==> src/rtl/fifo_pkg.sv <==
// rtl/fifo_pkg.sv - shared types and helpers for the FIFO sharing controller
// Contents:
//   DATA_W_DEF  default data width, matches the shared FIFO
//   wr_state_t  write-side arbiter state {IDLE, BURST}
//   rr_pick     round-robin pick: first set bit of valid after ptr, wrapping at n
package fifo_pkg;

    localparam int DATA_W_DEF = 8;

    typedef enum logic {
        IDLE  = 1'b0,
        BURST = 1'b1
    } wr_state_t;

    // Scans ptr+1, ptr+2, ... ptr+n (mod n). Descending loop so the nearest
    // candidate after ptr is the last one assigned and wins. ptr itself is
    // reached last, so it is only chosen when nothing else is valid.
    // Returns ptr when valid is all zero; callers gate on |valid.
    function automatic logic [3:0] rr_pick(input logic [15:0] valid,
                                           input logic [3:0]  ptr,
                                           input int          n);
        logic [3:0] pick;
        int         j;
        pick = ptr;
        for (int k = 16; k >= 1; k--) begin
            if (k <= n) begin
                j = (int'(ptr) + k) % n;
                if (valid[j[3:0]]) begin
                    pick = j[3:0];
                end
            end
        end
        return pick;
    endfunction

endpackage

==> src/rtl/fifo_out_skid.sv <==
// rtl/fifo_out_skid.sv - FIFO read issue plus 2-entry output buffer
// Ports:
//   clk, rstn     clock, asynchronous active-low reset
//   fifo_rden     out  read enable towards the FIFO
//   fifo_rddata   in   read data, valid one cycle after fifo_rden
//   fifo_empty    in   registered FIFO empty flag
//   out_valid     out  consumer valid (buffer not empty)
//   out_data      out  buffer head, registered
//   out_ready     in   consumer ready
module fifo_out_skid
    import fifo_pkg::*;
#(
    parameter int DATA_W = DATA_W_DEF
) (
    input  logic              clk,
    input  logic              rstn,
    output logic              fifo_rden,
    input  logic [DATA_W-1:0] fifo_rddata,
    input  logic              fifo_empty,
    output logic              out_valid,
    output logic [DATA_W-1:0] out_data,
    input  logic              out_ready
);

    logic              r_pend;
    logic [1:0]        r_cnt;
    logic [DATA_W-1:0] r_head;
    logic [DATA_W-1:0] r_tail;
    logic              w_pop;
    logic [2:0]        w_fill;

    assign w_pop  = (r_cnt != 2'd0) && out_ready;
    // Occupancy after this edge including the read already in flight; a new
    // read is only issued if its data is guaranteed a free slot.
    assign w_fill = {1'b0, r_cnt} + {2'b00, r_pend} - {2'b00, w_pop};
    assign fifo_rden = !fifo_empty && (w_fill < 3'd2);

    assign out_valid = (r_cnt != 2'd0);
    assign out_data  = r_head;

    always_ff @(posedge clk or negedge rstn) begin
        if (!rstn) begin
            r_pend <= 1'b0;
            r_cnt  <= 2'd0;
            r_head <= '0;
            r_tail <= '0;
        end else begin
            r_pend <= fifo_rden;
            case ({r_pend, w_pop})
                2'b10: begin
                    if (r_cnt == 2'd0) begin
                        r_head <= fifo_rddata;
                    end else begin
                        r_tail <= fifo_rddata;
                    end
                    r_cnt <= r_cnt + 2'd1;
                end
                2'b01: begin
                    if (r_cnt == 2'd2) begin
                        r_head <= r_tail;
                    end
                    r_cnt <= r_cnt - 2'd1;
                end
                2'b11: begin
                    if (r_cnt == 2'd1) begin
                        r_head <= fifo_rddata;
                    end else begin
                        r_head <= r_tail;
                        r_tail <= fifo_rddata;
                    end
                end
                default: begin
                end
            endcase
        end
    end

    a_no_overflow: assert property (@(posedge clk) disable iff (!rstn)
        !(r_pend && !w_pop && (r_cnt == 2'd2)));

endmodule

==> src/rtl/fifo_share_ctrl.sv <==
// rtl/fifo_share_ctrl.sv - shares one synchronous FIFO between NUM_REQ producers and one consumer
// Ports:
//   clk, rstn                  clock, asynchronous active-low reset
//   req_valid/req_data/req_ready  producer streams, data slice i = [i*DATA_W +: DATA_W]
//   fifo_wren/fifo_wrdata      FIFO write port
//   fifo_rden/fifo_rddata      FIFO read port (1-cycle read latency)
//   fifo_full/fifo_empty       registered FIFO flags
//   out_valid/out_data/out_ready  consumer stream
//   grant_id                   current or last granted producer (debug)
module fifo_share_ctrl
    import fifo_pkg::*;
#(
    parameter int DATA_W    = DATA_W_DEF,
    parameter int NUM_REQ   = 4,
    parameter int MAX_BURST = 4
) (
    input  logic                      clk,
    input  logic                      rstn,
    input  logic [NUM_REQ-1:0]        req_valid,
    input  logic [NUM_REQ*DATA_W-1:0] req_data,
    output logic [NUM_REQ-1:0]        req_ready,
    output logic                      fifo_wren,
    output logic [DATA_W-1:0]         fifo_wrdata,
    output logic                      fifo_rden,
    input  logic [DATA_W-1:0]         fifo_rddata,
    input  logic                      fifo_full,
    input  logic                      fifo_empty,
    output logic                      out_valid,
    output logic [DATA_W-1:0]         out_data,
    input  logic                      out_ready,
    output logic [$clog2(NUM_REQ)-1:0] grant_id
);

    localparam int IDX_W = $clog2(NUM_REQ);
    localparam int CNT_W = $clog2(MAX_BURST + 1);

    wr_state_t        r_state, w_state_nxt;
    logic [IDX_W-1:0] r_owner, w_owner_nxt;
    logic [IDX_W-1:0] r_ptr,   w_ptr_nxt;
    logic [CNT_W-1:0] r_cnt,   w_cnt_nxt;
    logic             w_exit;
    logic             w_gnt_valid;
    logic [IDX_W-1:0] w_gnt_idx;
    logic [IDX_W-1:0] w_pick_from;

    always_ff @(posedge clk or negedge rstn) begin
        if (!rstn) begin
            r_state <= IDLE;
            r_owner <= '0;
            r_ptr   <= IDX_W'(NUM_REQ - 1);
            r_cnt   <= '0;
        end else begin
            r_state <= w_state_nxt;
            r_owner <= w_owner_nxt;
            r_ptr   <= w_ptr_nxt;
            r_cnt   <= w_cnt_nxt;
        end
    end

    always_comb begin
        w_state_nxt = r_state;
        w_owner_nxt = r_owner;
        w_ptr_nxt   = r_ptr;
        w_cnt_nxt   = r_cnt;
        w_gnt_valid = 1'b0;
        w_gnt_idx   = r_owner;
        w_exit      = (r_state == BURST) &&
                      (!req_valid[r_owner] || (r_cnt == CNT_W'(MAX_BURST)));
        // On burst exit the pointer moves to the owner in this same cycle, so
        // arbitration already searches from the owner to avoid a bubble.
        w_pick_from = (r_state == BURST) ? r_owner : r_ptr;

        // A full FIFO freezes the whole write side, burst count included.
        if (!fifo_full) begin
            if ((r_state == IDLE) || w_exit) begin
                if (w_exit) begin
                    w_ptr_nxt = r_owner;
                end
                if (|req_valid) begin
                    w_gnt_valid = 1'b1;
                    w_gnt_idx   = IDX_W'(rr_pick(16'(req_valid), 4'(w_pick_from), NUM_REQ));
                    w_state_nxt = BURST;
                    w_owner_nxt = w_gnt_idx;
                    w_cnt_nxt   = CNT_W'(1);
                end else begin
                    w_state_nxt = IDLE;
                    w_cnt_nxt   = '0;
                end
            end else begin
                w_gnt_valid = 1'b1;
                w_gnt_idx   = r_owner;
                w_cnt_nxt   = r_cnt + CNT_W'(1);
            end
        end
    end

    assign req_ready   = w_gnt_valid ? (NUM_REQ'(1) << w_gnt_idx) : '0;
    assign fifo_wren   = |(req_valid & req_ready);
    assign fifo_wrdata = req_data[w_gnt_idx*DATA_W +: DATA_W];
    assign grant_id    = w_gnt_valid ? w_gnt_idx : r_owner;

    fifo_out_skid #(
        .DATA_W(DATA_W)
    ) u_out_skid (
        .clk        (clk),
        .rstn       (rstn),
        .fifo_rden  (fifo_rden),
        .fifo_rddata(fifo_rddata),
        .fifo_empty (fifo_empty),
        .out_valid  (out_valid),
        .out_data   (out_data),
        .out_ready  (out_ready)
    );

endmodule

==> config.mk <==
export PLATFORM = sky130hd
export DESIGN_NAME = fifo_share_ctrl
export DESIGN_NICKNAME = d
export VERILOG_FILES = /design/src/rtl/fifo_pkg.sv /design/src/rtl/fifo_out_skid.sv /design/src/rtl/fifo_share_ctrl.sv
export SDC_FILE = /design/constraint.sdc
export NUM_CORES = 1
export LEC_CHECK = 0
export ABC_AREA = 1
export CORE_ASPECT_RATIO = 1.5
export CORE_MARGIN = 2
export CORE_UTILIZATION = 41
export DETAILED_ROUTE_END_ITERATION = 8
export PLACE_DENSITY = 0.76
export SETUP_SLACK_MARGIN = 0.3
export SLEW_MARGIN = 10
export SYNTH_ARGS = -nofsm -noshare
export SYNTH_HDL_FRONTEND = slang
export SYNTH_SLANG_ARGS = --single-unit
==> constraint.sdc <==
create_clock -name clk -period 2.7 [get_ports clk]
set_input_delay 0.27 -clock clk [delete_from_list [all_inputs] [get_ports clk]]
set_output_delay 0.27 -clock clk [all_outputs]
set_load 0.05 [all_outputs]
* Yosys cells after proc, flatten, opt, wreduce, memory -nomap -nowiden *
Cells that the tools add are included.

cells by class
  equality and inequality tests = 10
  order comparisons = 6
  add/sub/neg operators = 9
  mux-type cells = 33
  reductions and logical operators = 22
  shift-type cells = 2
  bitwise operators = 7

operators by type and width
  cell                                                                    number
  8-bit 2-to-1 mux                                                        5
  32-bit by 6-bit indexed part select with 8-bit output                   1
  8-bit case mux with 3 select lines                                      1
  4-bit by 5-bit < comparator with 1-bit output (second input constant)   4
  2-bit 2-to-1 mux                                                        9
  8-bit case mux with 2 select lines                                      1
  1-bit binary-select mux with 3-bit select                               4
  1-bit 2-to-1 mux                                                        9
  3-bit AND reduction                                                     3
  2-bit OR reduction                                                      4
  4-bit OR reduction                                                      2
  2-bit by 1-bit adder with 2-bit output (second input constant)          3
  2-bit equality test (second input constant)                             3
  2-bit nonzero test                                                      3
  2-bit adder (second input constant)                                     2
  1-bit bitwise AND (first input constant)                                4
  4-bit bitwise AND                                                       1
  2-bit by 1-bit equality test with 1-bit output (second input constant)  2
  4-bit 2-to-1 mux                                                        1
  2-bit by 1-bit != test with 1-bit output (second input constant)        2
  2-bit != test (second input constant)                                   2
  2-bit case mux with 2 select lines                                      1
  1-bit by 2-bit left shift with 4-bit output (first input constant)      1
  2-bit by 1-bit adder with 3-bit output                                  1
  15 further kinds                                                        20

word-level totals
  bits in registers = 27
  bits of input ports = 49
  output and inout port bits = 25
  logic and storage cells = 97

* Longest topological paths before layout *
Gate-level depths: netlist (run 1).

  depth in word-level cells = 17
  mapped depth = 18
  gate-level depth less buffers = 17

* Cells and area by module *
From an unflattened synthesis (run 1), not the netlist that was laid out.

second synthesis, totals
  cell total of the unflattened synthesis = 337
  area, all modules = 2212.1 um2

by module, submodules not included
  module           cells an instance  times used  area each (um2)  seq. area each (um2)
  fifo_share_ctrl  209                1           1158.6           202.7
  fifo_out_skid    128                1           1053.5           475.5

* Worst setup path before layout (run 1) *
Ideal clock, no wire load.

  path kind = register to output
  from = reg u_out_skid.r_cnt[1]
  to = out fifo_rden
  data required time = 2.430 ns
  data arrival time = 3.014 ns
  path slack = -0.584 ns
  stages on the path, launching flop included = 11
  path buffers = 0
  cells stage by stage = dfrtp_1 inv_1 ha_1 inv_1 nand2_1 ha_1 nor2_1 fa_1 nor2_1 o21ai_0 a21oi_1

on the way
  cells in the longest elaborated chain, start to end = 5
  elaborated cells on any way between the ends = 6
  those cells by class = add/sub (2); order compare (1); reduce/logical (3)

ends and longest elaborated chain
  element                                        line                   RTL
  from (decl)                                    fifo_out_skid.sv:26    logic [1:0] r_cnt;
  from (signal assigned)                         fifo_out_skid.sv:56    r_cnt <= r_cnt + 2'd1;
  from (signal assigned)                         fifo_out_skid.sv:62    r_cnt <= r_cnt - 2'd1;
  2-bit nonzero test                             n/a
  via out_valid                                  fifo_share_ctrl.sv:28  output logic out_valid,
  1-bit logical AND                              fifo_out_skid.sv:32    assign w_pop = (r_cnt != 2'd0) && out_ready;
  3-bit by 1-bit subtractor with 3-bit output    fifo_out_skid.sv:35    assign w_fill = {1'b0, r_cnt} + {2'b00, r_pend} - {2'b00, w_pop};
  3-bit by 2-bit < comparator with 1-bit output  fifo_out_skid.sv:36    assign fifo_rden = !fifo_empty && (w_fill < 3'd2);
  1-bit logical AND                              fifo_out_skid.sv:36
  to (decl)                                      fifo_share_ctrl.sv:24  output logic fifo_rden,

The timed path passes the listed nets, and every way through them passes these cells.

* Final worst setup path (run 1) *
  from = reg r_ptr[0]
  to = out fifo_wrdata[4]

on the way
  cells in the longest elaborated chain, start to end = 14
  elaborated cells on any way between the ends = 29
  those cells by class = add/sub (4); shift (1); mux (16); bitwise (4); reduce/logical (4)

ends and longest elaborated chain
  element                                                    line                   RTL
  from (decl)                                                fifo_share_ctrl.sv:39  logic [IDX_W-1:0] r_ptr, w_ptr_nxt;
  from (signal assigned)                                     fifo_share_ctrl.sv:50  r_ptr <= IDX_W'(NUM_REQ - 1);
  from (signal assigned)                                     fifo_share_ctrl.sv:55  r_ptr <= w_ptr_nxt;
  2-bit 2-to-1 mux (*)                                       fifo_share_ctrl.sv:71  w_pick_from = (r_state == BURST) ? r_owner : r_ptr;
  2-bit by 1-bit adder with 2-bit output                     fifo_pkg.sv:27         j = (int'(ptr) + k) % n;
  2-bit OR reduction (no line)                               n/a
  1-bit bitwise AND (no line)                                n/a
  1-bit binary-select mux with 3-bit select                  fifo_pkg.sv:28         if (valid[j[3:0]]) begin
  1-bit 2-to-1 mux (not written as such)                     fifo_pkg.sv:28
  2-bit 2-to-1 mux (3 in series)                             fifo_pkg.sv:28
  2-bit 2-to-1 mux (*)                                       fifo_pkg.sv:28
  2-bit 2-to-1 mux (*)                                       fifo_share_ctrl.sv:79  if (|req_valid) begin
  2-bit 2-to-1 mux (*)                                       n/a
  2-bit 2-to-1 mux (*)                                       fifo_share_ctrl.sv:74  if (!fifo_full) begin
  32-bit by 6-bit indexed part select with 8-bit output (*)  fifo_share_ctrl.sv:99  assign fifo_wrdata = req_data[w_gnt_idx*DATA_W +: DATA_W];
  to (decl)                                                  fifo_share_ctrl.sv:23  output logic [DATA_W-1:0] fifo_wrdata,

Mark *: on every way between the ends. The rest lies on a longest branch, timed or not. The select of a mux whose other input is x is not followed.

==> metrics.txt, run 1 <==
status=finished, final reports clean; CTS tree=done; DRC viols=0; Ys Warns=0; initial core utilization=0.4178; WP data required=2.43 ns; Worst Max-Slew Pin Slew=0.8691 ns; R2R setup slack=0.68 ns; # port buffers=73; GR Layer Usage met1=0.2029; achievable frequency=0.3731 GHz; sequential cell area fraction in the yosys report=0.3402; final worst path period need=2.681 ns; CTS Sinks=27; initial detailed-routing violation count=91; Relative slew margins=0.4188; GP Congestion=0.8150; FP Rows=31; Post-Syn Instances=291; Final Setup Violations=0; vias in the first global route=2,237; first-pass iteration count of the detailed router=4; first-pass GRT wire length=9087 µm; max_cap viols=0; most common cell after layout, fill and taps aside=nand2_1; Syn Std Cell Area=1993 µm²; grt met3 use=0.05789; Post-DP HPWL=4329 µm; crit share post-route=0.9928; DP Area=3055 µm²; Tightest Hold Check Type=input port to asynchronous set/reset pin; Final Util=0.7322; RSZ-0062 raised after global routing=true; average wire per standard cell=14.17 µm; DR vias=2,282; critical path arrival=2.41 ns; Multi-input gate area=1396 µm²; ys flop type=dfrtp_1; n_diodes=0; Root Driver=clkbuf_8; Clock Tree Buf Depth=2; synthesized net count=351; clk_skew=0.004836 ns; met2 usage=0.4409; Clock transition at path regs=0.10 ns; Final Hold Fails=0; crit path kind=flop to output pin; area delta synth->final=75.27%; crit path max fanout=8; count of cell types in the netlist=27; gr busiest metal=met2; CP endpoint kind=output pin; initial antenna violation count=0; core area=4771 µm²; H-tree depth=1; worst hold slack=0.4800 ns; Post-synth ARST share=1.000; ANT nets after route=0; ratio of cells with drive above 1 in the final layout=0.3376; most frequent cells in the layout=nand2_1, clkdlybuf4s50_1, nand2_2, inv_1, dfrtp_1; Worst-Skew Late Latency=0.27 ns; total gr overflow=0; die area=5447 µm²; DIE HEIGHT=89.40 µm; synthesized flop and latch total=27; pins over their slew limit=0; filler cell count=377; Total GRT Usage=0.2200; Layout Nets=449; cts hold-fix bufs=0; EDFF count, synth=0; startpoint type of the worst setup path=flop; vias per std cell=5.026; syn avg cell area=6.849 µm²; num ports=74; WL final=6432 µm; Finished Cell Area=3493 µm²; die width=60.93 µm; Inserted Clock Buffers=3; register area=680.7 µm²; pin count of the biggest net entering global routing=21
[layout make-up]
type	count	share of cell area
Multi-Input combinational cell	219	0.3997
Clock inverter	1	0.002507
Timing Repair Buffer	98	0.3177
Tap cell	66	0.02364
Inverter	40	0.04979
Clock buffer	3	0.01182
Sequential cell	27	0.1948
[critical path, stage by stage (launching register included)]
cell     delay (ns)
dfstp_2        0.57
nand2_2        0.09
nand2_4        0.13
nand2_1        0.10
nand2_2        0.10
nand2_2        0.06
nand2_2        0.07
nand2_2        0.06
nand2_1        0.06
nand2_1        0.06
nand2_2        0.12
nand2_8        0.11
buf_8          0.17
nand3_1        0.06
nand2_1        0.07
nand2_2        0.09
nand2_2        0.07
buf_12         0.15
[cell usage after synthesis (2+ instances only)]
library cell / n / area (µm²)
inv_1: 35 / 131.4
buf_6: 2 / 22.52
nand2_2: 5 / 31.28
o22ai_1: 9 / 56.30
nand3_1: 24 / 120.1
dfrtp_1: 25 / 625.6
buf_2: 2 / 10.01
nand2_1: 119 / 446.7
xnor2_1: 2 / 17.52
nor2_1: 7 / 26.28
o21ai_0: 17 / 85.08
inv_2: 4 / 15.01
mux2_2: 8 / 90.09
a21oi_1: 4 / 20.02
dfstp_2: 2 / 52.55
ha_1: 10 / 125.1
nand2_4: 2 / 22.52
nor3_1: 4 / 20.02
o21ai_1: 2 / 10.01
[timing repair]
item / CTS / global route
setup endpoints to repair: 14 / 15
cloned: 1 / 1
resized for setup: 25 / 45
setup buffers: 9 / 5
pin swaps: 17 / 32
[metrics by stage]
step | setup TNS, ns | setup WS, ns | std cells
after floorplan | -0.1821 | -0.09104 | 291
after global placement | 0 | 0.1201 | 434
after detailed placement | 0 | 0.08332 | 434
after CTS | 0 | 0.1032 | 448
after global routing | -0.8295 | -0.09884 | 454
final | 0 | 0.01943 | 454
[registers in the layout (all words and copies together) (netlist names)]
name                 cells
u_out_skid.out_data      8
u_out_skid.r_tail        8
r_cnt                    3
r_owner                  2
r_ptr                    2
u_out_skid.r_cnt         2
r_state                  1
u_out_skid.r_pend        1
[final timing paths]
check / from / to / cells past startpoint
setup reg to reg: u_out_skid.r_cnt[0] / u_out_skid.out_data[4] / 10
hold reg to reg: u_out_skid.r_tail[0] / u_out_skid.r_tail[0] / 2
hold / removal: rstn / u_out_skid.out_data[2] / 1
setup / recovery: r_ptr[0] / fifo_wrdata[4] / 17
max in group asynchronous: rstn / r_ptr[1] / 2
min in group clk: u_out_skid.r_tail[0] / u_out_skid.r_tail[0] / 2
[cell families after synthesis]
kind of cell / share of synthesized area
fa+ha+maj: 0.07282
buf+inv: 0.09856
compound gates: 0.09353
mux: 0.04520
xor+xnor: 0.008790
flops: 0.3402
simple gates: 0.3409
[routing by layer]
layer | routed length (µm) | vias to the layer above
met4 | 137 | 0
met1 | 2080 | 1063
met2 | 3876 | 91
met5 | 0 | -
met3 | 339 | 14
li1 | - | 1114
Power of run 1 is not shown: default switching activity piles up to over one toggle a cycle in this logic, so the estimate is an artifact.
==> run 2: changes to the inputs <==
REMOVE_ABC_BUFFERS = 1   (was unset)
==> metrics.txt, run 2 (synthesized netlist as in run 1, its figures left out) <==
status=finished, final reports clean; WP data required=2.43 ns; reg2reg path depth=8; FP Rows=31; Post-DP HPWL=4200 µm; CTS tree=done; filler cell count=339; Root Driver=clkbuf_8; pin count of the biggest net entering global routing=28; Clock transition at path regs=0.09 ns; Worst Max-Slew Pin Slew=1.037 ns; H-tree depth=1; R2R setup slack=0.46 ns; DP Area=3015 µm²; critical path arrival=2.35 ns; achievable frequency=0.3815 GHz; Multi-input gate area=1359 µm²; Total GRT Usage=0.2315; # port buffers=73; GP Congestion=0.8675; Clock Tree Buf Depth=2; die width=60.93 µm; WL final=6215 µm; Worst-Skew Late Latency=0.27 ns; final worst path period need=2.621 ns; vias in the first global route=2,234; vias per std cell=4.933; CTS Sinks=27; core area=4771 µm²; RSZ-0062 raised after global routing=true; Relative slew margins=0.3056; critical path startpoint=req_valid[0]; ANT nets after route=0; ratio of cells with drive above 1 in the final layout=0.3459; DRC viols=0; crit path max fanout=6; DR vias=2,294; DIE HEIGHT=89.40 µm; max_cap viols=0; Final Hold Fails=0; clk_skew=0.002010 ns; most frequent cells in the layout=nand2_1, clkdlybuf4s50_1, nand2_2, buf_4, inv_1; total gr overflow=0; most common cell after layout, fill and taps aside=nand2_1; n_diodes=0; first-pass GRT wire length=9563 µm; crit share post-route=0.9708; Tightest Hold Check Type=input port to asynchronous set/reset pin; Final Util=0.7367; average wire per standard cell=13.37 µm; first-pass iteration count of the detailed router=4; startpoint type of the worst setup path=input port; crit path kind=input port to output pin; Final Setup Violations=0; die area=5447 µm²; num ports=74; Finished Cell Area=3515 µm²; initial detailed-routing violation count=63; pins over their slew limit=0; Inserted Clock Buffers=3; start of the worst register-to-register path=u_out_skid.r_cnt[0]; FF-to-FF End=u_out_skid.r_tail[7]; register area=679.4 µm²; area delta synth->final=76.33%; CP endpoint kind=output pin; Layout Nets=460; initial antenna violation count=0; initial core utilization=0.4178
[run 2: changes by cell type in the layout (fill, tap and decap cells not counted), sizes merged]
cell	delta
inv	+1
clkinv	+1
buf	+10
clkdlybuf4s50	-2
dlygate4sd2	+1
clkinvlp	-1
dlymetal6s2s	+1
[run 2: cell type report]
cell class	instances	area share
well taps	66	0.02350
repair buffers	108	0.3339
clock inverters	1	0.001424
multi-input cells	219	0.3866
clock buffers	3	0.01175
flip-flops and latches	27	0.1933
repair inverters	1	0.001780
inverters	40	0.04770
[run 2: critical path, cell delays in order]
cell	delay (ns)
clkdlybuf4s50_1	0.55
nor2_1	0.07
o22ai_1	0.22
nand3_1	0.18
nand2_2	0.12
inv_2	0.05
nand2_2	0.13
nor2_2	0.06
nand2_2	0.13
nand2_8	0.10
buf_4	0.17
nand2_1	0.07
nand2_2	0.08
buf_12	0.15
[run 2: per-layer routing]
layer,global-route usage,share of wire,vias up
met2,0.4457,0.58,83
met5,0,0,-
met1,0.2365,0.35,1064
met3,0.04342,0.053,11
li1,-,-,1136
met4,0.08893,0.018,0
[run 2: worst max-delay path by stage]
stage,end,slack [ns],cells past startpoint
CTS,fifo_rden,0.12,11
detailed placement,fifo_rden,0.04,11
floorplan,fifo_rden,-0.58,10
global route,fifo_wrdata[4],-0.04,17
finish,fifo_wrdata[0],0.08,14
global placement,fifo_rden,0.09,11
[run 2: per-stage QoR]
step / instances / hold WS (ns) / setup TNS [ns] / worst slack [ns]
after floorplan: 285 / -0.02559 / -1.764 / -0.5841
after CTS: 457 / 0.3635 / 0 / 0.1185
final: 465 / 0.3540 / 0 / 0.07890
after detailed placement: 438 / 0.4786 / 0 / 0.04365
after global placement: 438 / 0.4672 / 0 / 0.08884
after global routing: 465 / 0.3909 / -0.2403 / -0.03600
[run 2: what timing repair did]
action,CTS,global route
setup endpoints to repair,18,22
hold buffers,0,0
setup buffers,13,8
gates resized for setup,54,35
cloned,2,0
pin swaps,20,15
Power of run 2 is left out for the same reason.
